===== config.mk =====
export PLATFORM = sky130hd
export DESIGN_NAME = serial_subtractor
export DESIGN_NICKNAME = d
export VERILOG_FILES = /design/src/rtl/serial_subtractor_pkg.sv /design/src/rtl/serial_subtractor_full_subtractor.sv /design/src/rtl/serial_subtractor.sv
export SDC_FILE = /design/constraint.sdc
export NUM_CORES = 1
export LEC_CHECK = 0
export CAP_MARGIN = 10
export CORE_UTILIZATION = 52
export CTS_BUF_LIST = sky130_fd_sc_hd__clkbuf_8
export CTS_CLUSTER_SIZE = 25
export DETAILED_ROUTE_END_ITERATION = 8
export PLACE_DENSITY = 0.81
export SYNTH_ARGS = -nofsm -noshare
export SYNTH_HDL_FRONTEND = slang
export SYNTH_SLANG_ARGS = --single-unit

===== constraint.sdc =====
create_clock -name clk -period 1.4 [get_ports clk]
set_clock_uncertainty 0.05 [all_clocks]
set_input_delay 0.14 -clock clk [delete_from_list [all_inputs] [get_ports clk]]
set_output_delay 0.14 -clock clk [all_outputs]
set_load 0.05 [all_outputs]

===== src/rtl/serial_subtractor_pkg.sv =====
// Shared constants for the bit-serial subtractor: FSM encoding, default
// operand width and the bit-counter width helper.
package serial_subtractor_pkg;

    localparam logic [1:0] IDLE = 2'd0;
    localparam logic [1:0] RUN  = 2'd1;
    localparam logic [1:0] DONE = 2'd2;

    localparam int DEFAULT_WIDTH = 4;

    // Counter must be able to index every bit position 0..WIDTH-1 and
    // is sized to hold WIDTH itself for headroom.
    function automatic int cnt_width(input int w);
        return $clog2(w + 1);
    endfunction

endpackage


===== src/rtl/serial_subtractor_full_subtractor.sv =====
// Single-bit full subtractor: diff = a - b - borrow_in, purely combinational.
module full_subtractor (
    input  logic a,
    input  logic b,
    input  logic borrow_in,
    output logic diff,
    output logic borrow_out
);

    // Borrow is generated when a=0,b=1, or propagated when a==b.
    always_comb begin
        diff       = a ^ b ^ borrow_in;
        borrow_out = (~a & b) | (~(a ^ b) & borrow_in);
    end

endmodule


===== src/rtl/serial_subtractor.sv =====
// Bit-serial subtractor: one full-subtractor cell plus a borrow flop,
// LSB first, WIDTH cycles per operation behind a start/done handshake.
module serial_subtractor
    import serial_subtractor_pkg::*;
#(
    parameter int WIDTH = DEFAULT_WIDTH
) (
    input  logic             clk,
    input  logic             rst,
    input  logic             start,
    input  logic [WIDTH-1:0] a,
    input  logic [WIDTH-1:0] b,
    input  logic             borrow_in,
    output logic             busy,
    output logic             done,
    output logic [WIDTH-1:0] diff,
    output logic             borrow_out
);

    localparam int CW = cnt_width(WIDTH);

    logic [1:0]       state_q, state_d;
    logic [WIDTH-1:0] a_q, a_d;
    logic [WIDTH-1:0] b_q, b_d;
    logic [WIDTH-1:0] work_q, work_d;
    logic [WIDTH-1:0] diff_q, diff_d;
    logic [CW-1:0]    cnt_q, cnt_d;
    logic             br_q, br_d;
    logic             bout_q, bout_d;

    logic             fs_diff;
    logic             fs_borrow;
    logic             load;
    logic             last_bit;
    logic [WIDTH-1:0] work_shift;

    full_subtractor u_fs (
        .a          (a_q[0]),
        .b          (b_q[0]),
        .borrow_in  (br_q),
        .diff       (fs_diff),
        .borrow_out (fs_borrow)
    );

    // A request is only honoured when no operation is in flight.
    assign load     = start && ((state_q == IDLE) || (state_q == DONE));
    assign last_bit = (cnt_q == CW'(WIDTH - 1));

    // State register.
    always_ff @(posedge clk) begin
        if (rst) state_q <= IDLE;
        else     state_q <= state_d;
    end

    // Next-state logic: DONE re-accepts start so operations can run back-to-back.
    always_comb begin
        state_d = state_q;
        case (state_q)
            IDLE:    if (start) state_d = RUN;
            RUN:     if (last_bit) state_d = DONE;
            DONE:    state_d = start ? RUN : IDLE;
            default: state_d = IDLE;
        endcase
    end

    // Output decode straight from the state register.
    always_comb begin
        busy = (state_q == RUN);
        done = (state_q == DONE);
    end

    // Datapath next-state: load operands, then shift one bit per RUN cycle.
    always_comb begin
        a_d    = a_q;
        b_d    = b_q;
        br_d   = br_q;
        work_d = work_q;
        cnt_d  = cnt_q;
        diff_d = diff_q;
        bout_d = bout_q;

        // Result bits enter at the MSB so after WIDTH shifts bit 0 is the LSB.
        work_shift             = work_q >> 1;
        work_shift[WIDTH-1]    = fs_diff;

        if (load) begin
            a_d    = a;
            b_d    = b;
            br_d   = borrow_in;
            work_d = '0;
            cnt_d  = '0;
        end else if (state_q == RUN) begin
            a_d    = a_q >> 1;
            b_d    = b_q >> 1;
            br_d   = fs_borrow;
            work_d = work_shift;
            cnt_d  = cnt_q + CW'(1);
            // Publish only the finished word so partial shifts stay hidden.
            if (last_bit) begin
                diff_d = work_shift;
                bout_d = fs_borrow;
            end
        end
    end

    // Datapath registers.
    always_ff @(posedge clk) begin
        if (rst) begin
            a_q    <= '0;
            b_q    <= '0;
            br_q   <= 1'b0;
            work_q <= '0;
            cnt_q  <= '0;
            diff_q <= '0;
            bout_q <= 1'b0;
        end else begin
            a_q    <= a_d;
            b_q    <= b_d;
            br_q   <= br_d;
            work_q <= work_d;
            cnt_q  <= cnt_d;
            diff_q <= diff_d;
            bout_q <= bout_d;
        end
    end

    assign diff       = diff_q;
    assign borrow_out = bout_q;

endmodule


After elaboration in Yosys (flattened, before gate mapping). Cells that the tools add are included.

Flip-flop bits (word level): 23. Input bits: 12. Logic and storage cells: 39. Output and inout port bits: 7.

Reductions and logical operators: 7. Multiplexer cells: 10. Bitwise operators: 8. Add/sub/neg operators: 1. Eq/ne operators: 5.

Operators with widths (number): 4-bit 2-to-1 mux (4); 2-bit one-hot mux with 3 select lines (1); 2-bit 2-to-1 mux (2); 3-bit by 1-bit adder with 3-bit output (second input constant) (1); 3-bit by 2-bit == test with 1-bit output (second input constant) (1); 1-bit 2-to-1 mux (3); 1-bit NOT (3); 3-bit AND reduction (1); 1-bit AND (2); 2-bit by 1-bit == test with 1-bit output (second input constant) (1); 2-bit == test (second input constant) (1); 2-bit zero test (1); 2-bit by 1-bit inequality test with 1-bit output (second input constant) (1); 2-bit inequality test (second input constant) (1); 2-bit AND reduction (1); 2-bit nonzero test (1); 2-bit OR reduction (1); 1-bit bitwise XOR (2); 1-bit logical AND (1); 1-bit logical OR (1); 1-bit bitwise OR (1).

Logic depth before layout (Yosys ltp). Gate-level depths: netlist (run 1).

Depth after elaboration: 6. Gate-level depth with buffers: 6. Depth with buffers taken out: 5.

Hierarchy. A second synthesis (run 1) with hierarchy kept.

Cells, all modules: 104. Area total of the unflattened synthesis: 939.7 µm².

By module, submodules not included: serial_subtractor (seq. area each 440.4 µm², area each 908.4 µm², times used 1, cells each 100); full_subtractor (seq. area each 0.0 µm², area each 31.3 µm², times used 1, cells each 4).

Worst setup path before layout (run 1). OpenSTA, ideal clock, no wires.

Kind: register to register. Start point: register cnt_q[0]. End point: register diff_q[0], in the netlist diff[0]. Arrival: 1.131 ns. Cell stages (with the launch flop): 7. Setup time: 0.132 ns. Slack: 0.087 ns. Period minus slack after synthesis: 1.313 ns. Path buffers: 1. Required time: 1.218 ns. Cells stage by stage: dfxtp_1 > ha_1 > ha_1 > clkbuf_1 > nand3b_1 > nand2_1 > a21oi_1.

Longest elaborated chain between the ends: 2.

RTL lines: start, declared (line serial_subtractor.sv:27) `logic [CW-1:0] cnt_q, cnt_d;`; start signal, assigned (line serial_subtractor.sv:121) `cnt_q <= cnt_d;`; 3-bit by 2-bit == test with 1-bit output (line serial_subtractor.sv:47) `assign last_bit = (cnt_q == CW'(WIDTH - 1));`; 3-bit AND reduction (no source line); end signal, assigned (line serial_subtractor.sv:122) `diff_q <= diff_d;`; end, declared (line serial_subtractor.sv:26) `logic [WIDTH-1:0] diff_q, diff_d;`.

No other way between the ends. A chain may end at the register's enable or synchronous reset.

Worst setup path in the final report (run 1).
Start point: register state_q[1]. End point: output port busy.

Longest elaborated chain between the ends: 1.

RTL lines: start, declared (line serial_subtractor.sv:22) `logic [1:0] state_q, state_d;`; start signal, assigned (line serial_subtractor.sv:52) `else state_q <= state_d;`; 2-bit by 1-bit == test with 1-bit output (line serial_subtractor.sv:68) `busy = (state_q == RUN);`; end, declared (line serial_subtractor.sv:14) `output logic busy,`.

No other way between the ends.

==> results of run 1 <==
[state kept, by name, summed over array words and instances (netlist names)]
register    cells
a_q             4
b_q             4
diff            4
cnt_q           3
work_q          3
state_q         2
borrow_out      1
br_q            1
[synthesized netlist by cell type, drive strengths merged]
cell,number
dfxtp,22
nand2,16
a21oi,10
buf,7
nor2,7
nor3,7
nand3,5
a311oi,4
inv,4
nand2b,3
o22ai,3
ha,2
mux2i,2
nor2b,2
a2111oi,1
a211oi,1
a22oi,1
clkbuf,1
fa,1
nand3b,1
o21a,1
xnor2,1
[how the worst min path moves through the flow]
stage	from	to	slack, ps	cells after the start
detailed placement	work_q[1]	work_q[1]	410	2
finish	work_q[1]	work_q[1]	410	2
floorplan	a[0]	a_q[0]	270	2
CTS	work_q[1]	work_q[1]	420	2
global placement	cnt_q[1]	cnt_q[1]	400	2
global route	work_q[1]	diff[0]	430	2
[stage by stage]
stage	utilization (%)	hold slack (ps)	setup TNS (ps)	area (um^2)
after CTS	82.10	416.8	0	1309
after floorplan	-	274.2	0	937.1
after global placement	76.37	397.8	0	1217
after detailed placement	76.37	405.4	-81.48	1217
final	82.26	414.4	0	1311
after global routing	82.26	434.3	0	1311
[critical path: cells and delay by family (launching register included)]
| kind | cells | cell delay (ps) |
|---|---|---|
| buffers and inverters | 3 | 350 |
| AND/OR/NAND/NOR | 1 | 190 |
| flip-flops | 1 | 350 |
[layout by cell type, fill, tap and decap left out]
cell	netlist	routed
dfxtp_1	22	21
nand2_1	14	14
clkdlybuf4s50_1	0	11
a21oi_1	10	10
nor2_1	7	7
nor3_1	7	7
buf_12	0	7
buf_4	1	7
nand3_1	5	5
inv_1	3	3
a311oi_2	3	3
o22ai_1	3	3
clkbuf_8	0	3
nor2b_1	2	2
nand2_2	2	2
mux2i_1	2	2
nand2b_4	0	1
inv_8	0	1
nand3b_1	1	1
nand2b_2	2	1
nand2b_1	1	1
xnor2_1	1	1
a22oi_1	1	1
a211oi_1	1	1
a2111oi_2	1	1
a311oi_1	1	1
o21a_1	1	1
fa_1	1	1
ha_2	0	1
ha_1	2	1
bufinv_16	0	1
inv_4	0	1
dfxtp_2	0	1
[logic make-up after synthesis]
group / count (synthesis) / synth area share (%)
flops: 22 / 47.00
simple gates: 41 / 20.83
mux: 2 / 2.136
fa+ha+maj: 3 / 4.806
xor+xnor: 1 / 0.9348
buf+inv: 12 / 7.208
compound gates: 21 / 17.09
[metal layers]
metal  part of all wire, %  vias to the layer above  wire length, um
li1                      -                      391                -
met1                    44                      369              867
met2                    52                       18             1019
met3                   2.3                        4               46
met4                   1.5                        0               29
met5                     0                        -                0
[cell type report]
cell class	instances	area, um^2	share of cell area [%]
timing repair buffer	25	302.8	23.09
sequential	22	441.7	33.68
tap	24	30.03	2.290
clock buffer	3	41.29	3.149
multi-input combinational	68	436.7	33.30
inverter	4	22.52	1.718
timing repair inverter	1	6.256	0.4771
clock inverter	1	30.03	2.290
[power by group through the flow]
stage,combinational [mW],sequential (mW),clock [mW]
floorplan,0.147,0.686,0
global route,0.249,0.683,0.617
detailed placement,0.215,0.692,0
finish,0.228,0.679,0.590
global placement,0.208,0.689,0
CTS,0.228,0.678,0.598
[timing repair]
action                                  CTS  global route
buffers inserted                          0             0
resized for setup                         5             1
cloned                                    1             0
pin swaps                                 0             1
endpoints found under the setup margin    1             4
hold buffers                              0             0
==> metrics.md, run 1 <==
| Metric | Value |
|---|---|
| Final Power | approximately 1.5 mW |
| Mapped Nets | roughly 120 |
| Overflow after GRT | 0 |
| Critical path arrival | roughly 1200 ps |
| Max-cap violations | 0 |
| DR vias | slightly below 800 |
| RR Endpoint | state_q[0] |
| Pre-CTS WS | -33.43 ps |
| Final nets | 140 |
| Final Hold Viols | 0 |
| CTS H-Tree Depth | 1 |
| Drt wl/cell | between 10 and 15 um |
| Port Buffer Count | 18 |
| Largest net degree at the start of global routing | 17 |
| CTS clk-pin slew, worst paths | 80 ps |
| GRT Overall Usage | 23.77% |
| Flop2flop setup slack | 110 ps |
| RSZ-0062 raised after global routing | false |
| Crit. End Element | output port |
| Crit path to | busy |
| Post-layout minimum cycle time | roughly 1300 ps |
| Number of distinct library cells after synthesis | 29 |
| Initial antenna violation count | 0 |
| Number of remaining DRC errors | 0 |
| Clock power share | a little under 40% |
| Period utilization | just under 100% |
| Crit path from | state_q[1] |
| FP Rows | 14 |
| P&R area growth vs syn | 39.92% |
| Leak Pwr | 0.4796 nW |
| Cell count after placement | around 140 |
| Synth area leaders | dfxtp_1 (47%), nand2_1 (5.6%), a21oi_1 (5.3%) |
| Internal Power | 1.148 mW |
| Sequential-to-total area share from yosys stat | 47.00% |
| Pins Over Slew Limit | 0 |
| Synth Instances | between 100 and 150 |
| GRT Max-Usage Layer | met2 |
| Share of power burned in combinational logic | between 15 and 20% |
| Die X-Extent | approximately 44 um |
| Max clock buf depth | 2 |
| Switching Fraction | around a quarter |
| Final Non-Filler Cells | approximately 150 |
| DR iter-0 viols | 20 |
| Met3 Use GR | approximately 2.4% |
| GPL Wtd Cong | 0.7371 |
| Peak supply drop | 0.0009974 V |
| Fillers | 98 |
| Io pins | 19 |
| Proportion of layout cells with a drive suffix above 1 | 24.19% |
| Initial core utilization | just under 60% |
| Routed Antenna Nets | 0 |
| Synth top area share | 47.00% |
| FMAX | approximately 740 MHz |
| CP cell instances | nand2b_4 > inv_8 > buf_4 > buf_12 |
| Vias in the first global route | 789 |
| Worst skew pair latency | 260 ps |
| Core Box Area | between 0.0015 and 0.002 mm^2 |
| First-pass GRT wire length | roughly 3400 um |
| Dpl hpwl | approximately 1400 um |
| Worst Path Required | between 1000 and 1500 ps |
| Power density cells | ~1100 mW/mm^2 |
| Synthesized flop and latch total | 22 |
| Nature of the critical path startpoint | register |
| Flop pwr share | 45.3% |
| R2r startpoint | cnt_q[0] |
| Post-Syn Area | approximately 940 um^2 |
| GR Util met2 | 43.53% |
| # diodes | 0 |
| GR Util met1 | between 20% and 30% |
| Die ar. | a little under 0.002 mm^2 |
| Vert. Die Dim | 44.45 um |
| Worst-case reg-to-reg path depth | 5 |
| Slew HR | 83.99% |
| Status | finished clean |
| Max FO, Critical Path | 11 |
| Clk root buf | clkbuf_8 |
| DR pass1 iterations | 4 |
| Final setup violation count | 0 |
| Min-Delay Path Class | register to register |
| CP max-delay cell | dfxtp_1 |
| Critical Path Max Stage Delay | 350 ps |
| Worst-margin pin slew | 238.6 ps |
| CTS tree | done |
| Num CTS Buffers | 3 |
| Largest area contributor in the netlist | dfxtp_1 |
| Syn avg cell area | between 9 and 10 um^2 |
| Final wirelength | 1962 um |
| Clk sinks | 22 |
| Psw | roughly 0.35 mW |
| Final critical-path setup slack | ~54 ps |
| Synth warn | 0 |
| Vias per Instance | 5.284 |
| Critical path type | register to output port |
Note: power is estimated with default switching activity, not from simulation.
==> run 2: changes to the inputs <==
--- a/config.mk
+++ b/config.mk
@@ -5,7 +5,6 @@
 export SDC_FILE = /design/constraint.sdc
 export NUM_CORES = 1
 export LEC_CHECK = 0
-export CAP_MARGIN = 10
 export CORE_UTILIZATION = 52
 export CTS_BUF_LIST = sky130_fd_sc_hd__clkbuf_8
 export CTS_CLUSTER_SIZE = 25
==> results of run 2 <==
The final DEF is identical to that of run 1; final timing and power are the same.
==> run 3: changes to the inputs <==
--- a/config.mk
+++ b/config.mk
@@ -5,10 +5,12 @@
 export SDC_FILE = /design/constraint.sdc
 export NUM_CORES = 1
 export LEC_CHECK = 0
-export CORE_UTILIZATION = 52
+export ABC_AREA = 1
+export CORE_UTILIZATION = 53
 export CTS_BUF_LIST = sky130_fd_sc_hd__clkbuf_8
 export CTS_CLUSTER_SIZE = 25
 export DETAILED_ROUTE_END_ITERATION = 8
+export GPL_ROUTABILITY_DRIVEN = 0
 export PLACE_DENSITY = 0.81
 export SYNTH_ARGS = -nofsm -noshare
 export SYNTH_HDL_FRONTEND = slang
==> run 3 against run 2 <==
  * Critical path depth is the same
  * Cell count grew 23%
  * Synthesized cell count rose by 33%
  * Setup slack improved by 44 ps
  * Largest cell class is now multi-input gates
  * First-iteration DRC count down 5.0%
  * Wire length up 5.1%
  * Clock power barely moved
  * Area after synthesis rose by 8.1%
  * Combinational power grew 3%
  * Flip-flop and latch count unchanged
  * Non-clock buffer count is 3 lower
  * Worst hold slack better by 7.6 ps
==> metrics.md, run 3 <==
| Metric | Value |
|---|---|
| Status | finished clean |
| Vias in the first global route | roughly 800 |
| Top cells by count, synth | nand2_1 (32), dfxtp_1 (22), nand3_1 (17) |
| DR vias | 865 |
| Mapped Nets | around 150 |
| Final nets | 173 |
| FMAX | roughly 770 MHz |
| Worst Path Required | about 1600 ps |
| Number of remaining DRC errors | 0 |
| Synth top area share | between 40% and 50% |
| Drt wl/cell | between 10 and 15 um |
| Post-synthesis async set-or-reset flop share | 0% |
| Internal Power | 1.146 mW |
| Crit. End Element | register |
| Routed Antenna Nets | 0 |
| Num CTS Buffers | 3 |
| Clk sinks | 22 |
| Max clock buf depth | 2 |
| Top-count cell post-synth | nand2_1 |
| Final core occ | about three quarters |
| Initial core utilization | 57.45% |
| Largest area contributor in the netlist | dfxtp_1 |
| Synth warn | 0 |
| DR pass1 iterations | 4 |
| Peak supply drop | 0.0009398 V |
| Worst skew pair latency | between 200 and 300 ps |
| Die ar. | around 0.0021 mm^2 |
| Final Power | 1.508 mW |
| Core Box Area | 0.001764 mm^2 |
| CTS tree | done |
| Vert. Die Dim | around 46 um |
| Hold Worst Slack | around 420 ps |
| Primary FF master, synth | dfxtp_1 |
| Psw | ~0.36 mW |
| Share of power burned in combinational logic | 15.5% |
| First-pass GRT wire length | 3084 um |
| Min-Delay Path Class | register to register |
| Post-Syn Area | between 0.001 and 0.0015 mm^2 |
| Io pins | 19 |
| GRT Overall Usage | a little over a fifth |
| RSZ-0062 raised after global routing | false |
| Sequential-to-total area share from yosys stat | 43.46% |
| Leak Pwr | between 0.5 and 0.6 nW |
| Final Non-Filler Cells | about 180 |
| Power density cells | 1116 mW/mm^2 |
| Max FO, Critical Path | 2 |
| Dpl hpwl | 1507 um |
| Switching Fraction | around a quarter |
| Port Buffer Count | 18 |
| Flop pwr share | approximately 45% |
| EDFF count, synth | 0 |
| Proportion of layout cells with a drive suffix above 1 | roughly 17% |
| Post-layout minimum cycle time | approximately 1300 ps |
| Clk root buf | clkbuf_8 |
| Slew HR | 74.05% |
| Period utilization | about 93% |
| Final setup violation count | 0 |
| Initial antenna violation count | 0 |
| Max-cap violations | 0 |
| Synth Instances | 136 |
| Commonest cells after routing, fill and taps aside | nand2_1 (32), dfxtp_1 (22), nand3_1 (17) |
| Synthesized flop and latch total | 22 |
| CTS clk-pin slew, worst paths | 80 ps |
| # diodes | 0 |
| Vias per Instance | about 4.8 |
| Largest net degree at the start of global routing | 22 |
| Overflow after GRT | 0 |
| DR iter-0 viols | 19 |
| Final wirelength | just over 2000 um |
| Clock power share | between 30% and 40% |
| Pins Over Slew Limit | 0 |
| Die X-Extent | 45.73 um |
| Cell count after placement | 178 |
| Most common cell after layout, fill and taps aside | nand2_1 |
| Nature of the critical path startpoint | register |
| Setup TNS | 0 ps |
| FP Rows | 15 |
| Synth area leaders | dfxtp_1 (43%), nand2_1 (12%), nand3_1 (8.4%) |
| Number of distinct library cells after synthesis | 19 |
| Critical path arrival | 1450 ps |
| CTS H-Tree Depth | 1 |
| Final Hold Viols | 0 |
| Fillers | between 100 and 150 |
| Critical path type | register to register |
| Worst-margin pin slew | 387.9 ps |
| P&R area growth vs syn | 33.33% |
| Syn avg cell area | roughly 7.5 um^2 |
-- run 3: cell count changes after synthesis, moves of 3 or more --
cell	previous run	this run
nor2_1	7	15
nand3_1	5	17
nand2_1	14	32
inv_1	3	16
nor3_1	7	0
or2_2	0	3
a311oi_2	3	0
o22ai_1	3	0
-- run 3: logic make-up after synthesis --
group           count (synthesis)  share of synthesized area (%)
compound gates                 14                          6.914
xor+xnor                        1                         0.8644
fa+ha+maj                       3                          4.444
buf+inv                        24                          11.73
flops                          22                          43.46
simple gates                   72                          32.59
-- run 3: stage by stage --
stage / worst slack, ps / cell area, um^2
2_1_floorplan: 138.3 / 1013
3_3_place_gp: 99.59 / 1277
3_5_place_dp: 66.18 / 1277
4_1_cts: 58.96 / 1349
5_1_grt: 18.68 / 1351
6_report: 97.68 / 1351
-- run 3: worst paths after layout --
path,endpoint,depth (start not counted),slack [ps],start
worst max-delay path,cnt_q[2],4,100,cnt_q[0]
worst min-delay path,work_q[1],2,420,work_q[1]
worst max register to register,cnt_q[2],4,100,cnt_q[0]
worst min register to register,work_q[1],2,420,work_q[1]
-- run 3: routing by layer --
layer  track usage, %  part of all wire [%]  up-vias
met2            38.00                    52       11
met4            13.53                   2.0        0
met5                0                     0        -
met1            24.69                    44      388
met3            1.190                   1.6        4
li1                 -                     -      462
-- run 3: worst max-delay path, cell delays in order (launching register included) --
cell,delay (ps)
dfxtp_1,360
ha_1,160
ha_2,260
or2_2,280
a21oi_1,120
-- run 3: timing repair --
action,CTS,global route
endpoints found under the setup margin,0,5
setup buffers,0,0
resized for setup,0,1
hold buffers,0,0
-- run 3: layout make-up --
class	instances	area, um^2	area share, %
clock inverter	1	30.03	2.222
clock buffer	3	41.29	3.056
tap	25	31.28	2.315
sequential	22	440.4	32.59
inverter	19	71.32	5.278
timing repair buffer	22	280.3	20.74
multi-input combinational	90	456.7	33.80
-- run 3: power by group through the flow --
| stage | clock network, mW | registers (mW) | logic (mW) |
|---|---|---|---|
| after floorplan | 0 | 0.690 | 0.168 |
| after global placement | 0 | 0.693 | 0.223 |
| after global routing | 0.611 | 0.685 | 0.259 |
| after detailed placement | 0 | 0.695 | 0.230 |
| final | 0.592 | 0.682 | 0.234 |
| after CTS | 0.592 | 0.681 | 0.235 |
